[config.mk]
export PLATFORM = sky130hd
export DESIGN_NAME = mt_sync_rx_sink
export DESIGN_NICKNAME = d
export VERILOG_FILES = /design/src/rtl/mt_pkg.sv /design/src/rtl/mt_sync_fifo.sv /design/src/rtl/mt_sync_rx_sink.sv
export SDC_FILE = /design/constraint.sdc
export NUM_CORES = 1
export LEC_CHECK = 0
export CAP_MARGIN = 20
export CORE_UTILIZATION = 50
export DETAILED_ROUTE_END_ITERATION = 10
export GPL_ROUTABILITY_DRIVEN = 1
export PLACE_DENSITY_LB_ADDON = 0.25
export SLEW_MARGIN = 20
export SYNTH_ARGS = -nofsm -noshare
export SYNTH_HDL_FRONTEND = slang
export SYNTH_HIERARCHICAL = 1
export SYNTH_SLANG_ARGS = --single-unit
[constraint.sdc]
create_clock -name clk -period 2.25 [get_ports clk]
set_clock_uncertainty 0.15 [all_clocks]
set_input_delay 0.45 -clock clk [delete_from_list [all_inputs] [get_ports clk]]
set_output_delay 0.45 -clock clk [all_outputs]
set_load 0.005 [all_outputs]
[src/rtl/mt_pkg.sv]
// Shared types and default widths for the mousetrap receive path.
package mt_pkg;

  localparam int DATA_W = 15;
  localparam int ADDR_W = 5;
  localparam int MSG_W  = 10;

  typedef struct packed {
    logic [MSG_W-1:0]  msg;
    logic [ADDR_W-1:0] addr;
  } mt_packet_t;

  typedef enum logic [0:0] {
    IDLE    = 1'b0,
    CAPTURE = 1'b1
  } mt_rx_state_e;

endpackage

[src/rtl/mt_sync_fifo.sv]
// First-word-fall-through FIFO with wrap-bit pointers; push when full and pop when empty are ignored.
module mt_sync_fifo #(
  parameter int DW    = 15,
  parameter int DEPTH = 4
) (
  input  logic          clk,
  input  logic          rst,
  input  logic          push,
  input  logic [DW-1:0] push_data,
  input  logic          pop,
  output logic [DW-1:0] pop_data,
  output logic          full,
  output logic          empty
);

  localparam int AW = $clog2(DEPTH);

  logic [AW:0]                 wr_ptr, rd_ptr;
  logic [DEPTH-1:0][DW-1:0]    mem;
  logic                        do_push, do_pop;

  assign full     = (wr_ptr[AW] != rd_ptr[AW]) && (wr_ptr[AW-1:0] == rd_ptr[AW-1:0]);
  assign empty    = (wr_ptr == rd_ptr);
  assign do_push  = push && !full;
  assign do_pop   = pop && !empty;
  assign pop_data = mem[rd_ptr[AW-1:0]];

  // Storage is cleared too so the head reads zero straight out of reset.
  always_ff @(posedge clk) begin
    if (!rst) begin
      wr_ptr <= '0;
      rd_ptr <= '0;
      mem    <= '0;
    end else begin
      if (do_push) begin
        mem[wr_ptr[AW-1:0]] <= push_data;
        wr_ptr              <= wr_ptr + (AW+1)'(1);
      end
      if (do_pop) rd_ptr <= rd_ptr + (AW+1)'(1);
    end
  end

endmodule

[src/rtl/mt_sync_rx_sink.sv]
// Clocked sink for a 2-phase bundled-data mousetrap port: synchronize req, capture, ack, and
// present packets on a valid/ready stream.
module mt_sync_rx_sink
  import mt_pkg::*;
#(
  parameter int DATA_W      = mt_pkg::DATA_W,
  parameter int ADDR_W      = mt_pkg::ADDR_W,
  parameter int MSG_W       = mt_pkg::MSG_W,
  parameter int SYNC_STAGES = 2,
  parameter int FIFO_DEPTH  = 4
) (
  input  logic              clk,
  input  logic              rst,
  input  logic              req_in,
  input  logic [DATA_W-1:0] data_in,
  output logic              ack_out,
  output logic              out_valid,
  input  logic              out_ready,
  output logic [DATA_W-1:0] out_data,
  output logic [15:0]       rx_count,
  output logic              addr_err
);

  logic [SYNC_STAGES-1:0] sync_q;
  logic                   req_s, pending;
  mt_rx_state_e           state;
  logic [DATA_W-1:0]      hold_q;
  logic [ADDR_W-1:0]      addr, addr_m1;
  logic                   addr_ok;
  logic                   push, pop, full, empty;

  always_ff @(posedge clk) begin
    if (!rst) sync_q <= '0;
    else      sync_q <= {sync_q[SYNC_STAGES-2:0], req_in};
  end

  assign req_s   = sync_q[SYNC_STAGES-1];
  assign pending = req_s ^ ack_out;

  assign addr    = data_in[ADDR_W-1:0];
  assign addr_m1 = addr - ADDR_W'(1);
  assign addr_ok = (addr != '0) && ((addr & addr_m1) == '0);

  // data_in is latched on the same edge ack toggles, while it is still guaranteed stable;
  // the FIFO write follows one cycle later from the holding register.
  always_ff @(posedge clk) begin
    if (!rst) begin
      state    <= IDLE;
      ack_out  <= 1'b0;
      hold_q   <= '0;
      rx_count <= '0;
      addr_err <= 1'b0;
    end else begin
      case (state)
        IDLE: begin
          if (pending && !full) begin
            state    <= CAPTURE;
            ack_out  <= ~ack_out;
            hold_q   <= data_in;
            rx_count <= rx_count + 16'd1;
            if (!addr_ok) addr_err <= 1'b1;
          end
        end
        CAPTURE: state <= IDLE;
        default: state <= IDLE;
      endcase
    end
  end

  assign push      = (state == CAPTURE);
  assign pop       = out_valid && out_ready;
  assign out_valid = !empty;

  mt_sync_fifo #(
    .DW    (DATA_W),
    .DEPTH (FIFO_DEPTH)
  ) u_fifo (
    .clk       (clk),
    .rst       (rst),
    .push      (push),
    .push_data (hold_q),
    .pop       (pop),
    .pop_data  (out_data),
    .full      (full),
    .empty     (empty)
  );

endmodule
# Yosys cells after proc, flatten, opt, wreduce, memory -nomap -nowiden
# Index checks and enable logic that the tools add are counted.
[classes]
addsub = 4
n_lt_le_gt_ge = 3
n_eq_ne = 3
muxes = 7
bitwise = 5
n_reduce_logical = 13
[ops]
columns = ["op", "count"]
rows = [
  ["60-bit bitwise mux", 1],
  ["15-bit binary-select mux with 2-bit select", 1],
  ["15-bit demux with 2-bit select", 1],
  ["15-bit 2-to-1 mux", 2],
  ["16-bit by 1-bit adder with 16-bit output, second input constant", 1],
  ["1-bit logical AND", 7],
  ["3-bit by 1-bit adder with 3-bit output, second input constant", 2],
  ["2-bit by 3-bit < comparator with 1-bit output, second input constant", 2],
  ["5-bit bitwise AND", 1],
  ["5-bit zero test", 1],
  ["5-bit nonzero test", 1],
  ["5-bit by 1-bit subtractor with 5-bit output, second input constant", 1],
  ["3-bit == test", 1],
  ["1-bit inverter", 3],
  ["3-bit AND reduction", 1],
  ["2-bit == test", 1],
  ["2-bit by 1-bit >= comparator with 1-bit output, second input constant", 1],
  ["1-bit zero test", 2],
  ["1-bit case mux with 2 select lines", 1],
  ["2-bit AND reduction", 1],
  ["1-bit 2-to-1 mux", 1],
  ["1-bit inequality test", 1],
  ["1-bit XOR", 1],
]
[totals]
register_bits = 102
in_bits = 19
output_inout_bits = 34

# Depth between registers and ports, before layout
[logic_depth]
depth_word = 6
depth_mapped = 10

# By module
# The synthesis kept the hierarchy.
[by_module_without_submodules]
columns = ["module", "instances", "cells_each", "area_each_um2"]
rows = [
  ["mt_sync_fifo", 1, 282, 3078.0],
  ["mt_sync_rx_sink", 1, 174, 1447.6],
]

# Worst setup path after synthesis
# No wires, ideal clock.
[synth_path]
path_kind = "reg-to-reg"
from = "reg u_fifo.rd_ptr[0]"
to = "reg rx_count[14]"
t_arrival_ps = 2008
path_slack_ps = 21
stages_incl_launch_ff = 9
n_path_buf = 1
path_cell_list = "dfxtp_1 buf_4 xnor2_4 nand2_1 nor2_1 nor2_1 nand4_2 or4_1 a21oi_1"
[synth_between]
elab_chain_cells = 5
[synth_lines]
columns = ["element", "line_no", "source"]
rows = [
  ["start: declaration", "mt_sync_fifo.sv:18", "logic [AW:0] wr_ptr, rd_ptr;"],
  ["start signal: assignment", "mt_sync_fifo.sv:39", "if (do_pop) rd_ptr <= rd_ptr + (AW+1)'(1);"],
  ["2-bit == test", "mt_sync_fifo.sv:22", "assign full = (wr_ptr[AW] != rd_ptr[AW]) && (wr_ptr[AW-1:0] == rd_ptr[AW-1:0]);"],
  ["1-bit logical AND", "mt_sync_fifo.sv:22", ""],
  ["via full", "mt_sync_rx_sink.sv:30", "logic push, pop, full, empty;"],
  ["1-bit zero test", "mt_sync_rx_sink.sv:56", "if (pending && !full) begin"],
  ["1-bit logical AND", "mt_sync_rx_sink.sv:56", ""],
  ["2-bit AND reduction (no line)", "-", ""],
  ["end signal: assignment", "mt_sync_rx_sink.sv:60", "rx_count <= rx_count + 16'd1;"],
  ["end: declaration", "mt_sync_rx_sink.sv:20", "output logic [15:0] rx_count,"],
]
# The timed path passes the listed nets, and every way through them passes these cells.
# A chain may end at the register's enable or synchronous reset.

# Worst setup path after layout
[layout_path]
from = "reg u_fifo.rd_ptr[1]"
to = "out out_data[7]"
[layout_between]
elab_chain_cells = 2
[layout_lines]
columns = ["element", "line_no", "source"]
rows = [
  ["15-bit binary-select mux with 2-bit select", "mt_sync_fifo.sv:26", "assign pop_data = mem[rd_ptr[AW-1:0]];"],
  ["15-bit 2-to-1 mux (not written as such)", "mt_sync_fifo.sv:26", ""],
  ["end: declaration", "mt_sync_rx_sink.sv:19", "output logic [DATA_W-1:0] out_data,"],
]
# No other way between the ends. The select of a mux whose other input is x is not followed.

==> key figures <==
Timing
  – FMAX: 447 MHz
  – Slew @ Worst Pin: 0.427 ns
  – Final Max Tran Viols: 0
  – Relative max-transition margin: 71.5%
  – Setup TNS: 0 ns
  – Tcrit/Tclk final: 99.5%
  – Final setup fails: 0
  – Setup ws final: around 0.012 ns
  – Fin. Hold Viols: 0
  – Fin crit period: 2.24 ns
  – RSZ-0062 raised after global routing: true

Clocking
  – Worst-path clk slew: ~0.09 ns
  – Sink Count: 102
  – Clk_lat worst skew: roughly 0.36 ns
  – CTS Buf Count: 9
  – Root buffer cell: clkbuf_8
  – CTS tree: yes
  – Worst-case clock buffer depth: 2
  – H-tree Lvls: 3

Layout
  – Most common cell after layout, fill and taps aside: nand2_1
  – Most frequent cells in the layout: 128 x nand2_1, 98 x dfxtp_1, 67 x mux2i_1
  – Post-route cell area: 5590 µm²
  – Fin cells: 647
  – N_diodes: 0
  – Layout cell share with drive strength beyond 1: 18.9%
  – Nets: 559
  – Fillers: approximately 700
  – Area Growth Syn to Fin: 23.5%

Pwr
  – Leak: 1.95 nW
  – VDD IR max: approximately 0.30 mV
  – Final Power: 3.20 mW
  – Pwr/cell area: around 570 nW/µm²

Drt
  – Antenna-violating nets left: 0
  – Final wirelength: 10100 µm
  – Via count: 3511
  – DR DRC count: 0
  – Routed wire per std cell: 15.6 µm
  – Pre-antenna DRT Iters: 4
  – Vias per std cell: 5.43
  – DRT iter0 DRCs: 177

Status
  – Status: finished, final reports clean

Synth
  – Gate Count Post-Synth: 456
  – FF+latch count, synth: 102
  – Top post-synthesis cells by area: dfxtp_1 45%, mux2i_1 15%, nand2_1 11%
  – Synth area leader: dfxtp_1
  – EDFF count, synth: 0
  – Number of synthesis warnings: 6
  – Ys flop type: dfxtp_1
  – Net Count, Synth: 481
  – Mapped cell area: ~4500 µm²
  – Syn_area_per_cell: ~9.9 µm²
  – Yosys top cell area share: 45.1%
  – Distinct cell type count after synthesis: 39
  – Sequential share of the synthesized area: 45.1%
  – Ys async rst share: 0%

GRT
  – GRT Util Overall: between 20% and 30%
  – Initial antenna violation count: 0
  – First-pass GRT wire length: 16600 µm
  – Total gr overflow: 0
  – Largest net degree at the start of global routing: 60
  – Number of global-route vias before repair: 3441

Flow run
  – Max cap viols: 0

Placed design
  – Placed insts: 616
  – IO buf count: 52
  – RD Place Congestion: 0.848
  – Post-DP HPWL: between 6000 and 7000 µm
  – Dpl cell area: roughly 5300 µm²
  – Dpl ws: 0.0860 ns

Critical path
  – Worst endpoint required time: 1.65 ns
  – Signal arrival time at the worst endpoint: 1.64 ns
  – Largest fanout on the critical path: 7
  – Crit. End Element: primary output
  – Worst setup SP type: register
  – Critical path class: reg -> out

Floorplan
  – Core ar.: 8720 µm²
  – Die height: 97.1 µm
  – DIE AREA: 9440 µm²
  – Initial Utilization: 51.9%
  – FP Rows: 34
  – I/O pin cnt: between 50 and 60
  – DIE WIDTH: 97.1 µm

Worst hold path
  – Hold crit path type: reg -> reg
cell families after synthesis:
logic type	Yosys count	synth area share, %
DFF	102	45.1
AOI/OAI and AO/OA	47	7.11
buffers and inverters	36	3.90
adders and majority gates	6	1.66
xor gates and xnor gates	11	3.54
and+or+nand+nor	172	16.4
muxes	82	22.3
report_power, final:
part           switching [mW]  internal [mW]
combinational           0.117          0.102
clock                   0.622          0.518
sequential             0.0192           1.83
total                   0.758           2.45
flip-flops by register name (all words and copies together), names as in the netlist:
signal         flops
ack_out            1
hold_q            15
u_fifo/wr_ptr      3
u_fifo/mem        60
addr_err           1
rx_count          16
u_fifo/rd_ptr      3
sync_q             2
push               1
final timing paths:
path | startpoint | end | slack [ns] | cells after the start
max | u_fifo/rd_ptr[1] | out_data[7] | 0.01 | 4
min | sync_q[0] | sync_q[1] | 0.30 | 1
max reg2reg | u_fifo/rd_ptr[1] | rx_count[7] | 0.16 | 11
min reg2reg | sync_q[0] | sync_q[1] | 0.30 | 1
layout make-up:
cell class                 instances  area (µm²)  share of cell area [%]
timing repair buffer              90         825                    14.7
inverter                          12        45.0                   0.806
multi-input combinational        319        2340                    41.9
sequential                       102        2050                    36.7
tap                              108         135                    2.42
clock inverter                     5        60.1                    1.07
clock buffer                      11         131                    2.35
synth_stat cells, types with 3 or more instances:
master	count
a31oi_4	4
ha_1	6
mux2i_1	67
inv_1	12
nand2b_1	5
dfxtp_1	102
xor2_1	4
nand2_1	128
and2_1	4
buf_6	4
xnor2_1	3
nor2_1	9
clkbuf_1	14
or3_1	8
nand3_1	5
mux4_2	15
buf_2	3
nand4_1	4
a21oi_1	26
o21ai_0	8
per-layer routing:
layer,track usage [%],vias up,part of all wire [%]
li1,-,1720,-
met1,27.6,1696,43
met2,36.7,80,50
met3,5.90,15,5.2
met4,6.89,0,1.5
met5,0,-,0
timing repair:
item / 4_1_cts / 5_1_grt
cloned: 1 / 1
buffers inserted: 7 / 7
endpoints found under the setup margin: 16 / 21
pin swaps: 2 / 5
gates resized for setup: 53 / 19
hold buffers: 0 / 0
critical path, cell delays in order, from the launching register on:
cell     delay (ns)
dfxtp_4        0.39
buf_12         0.14
buf_8          0.11
mux4_2         0.49
buf_2          0.14
through the flow:
step | util, % | hold WS (ns)
after floorplan | - | 0.262
after global placement | 60.3 | 0.267
after detailed placement | 60.3 | 0.280
after CTS | 63.4 | 0.303
after global routing | 64.1 | 0.309
final | 64.1 | 0.298
(Power assumes the default switching activity.)
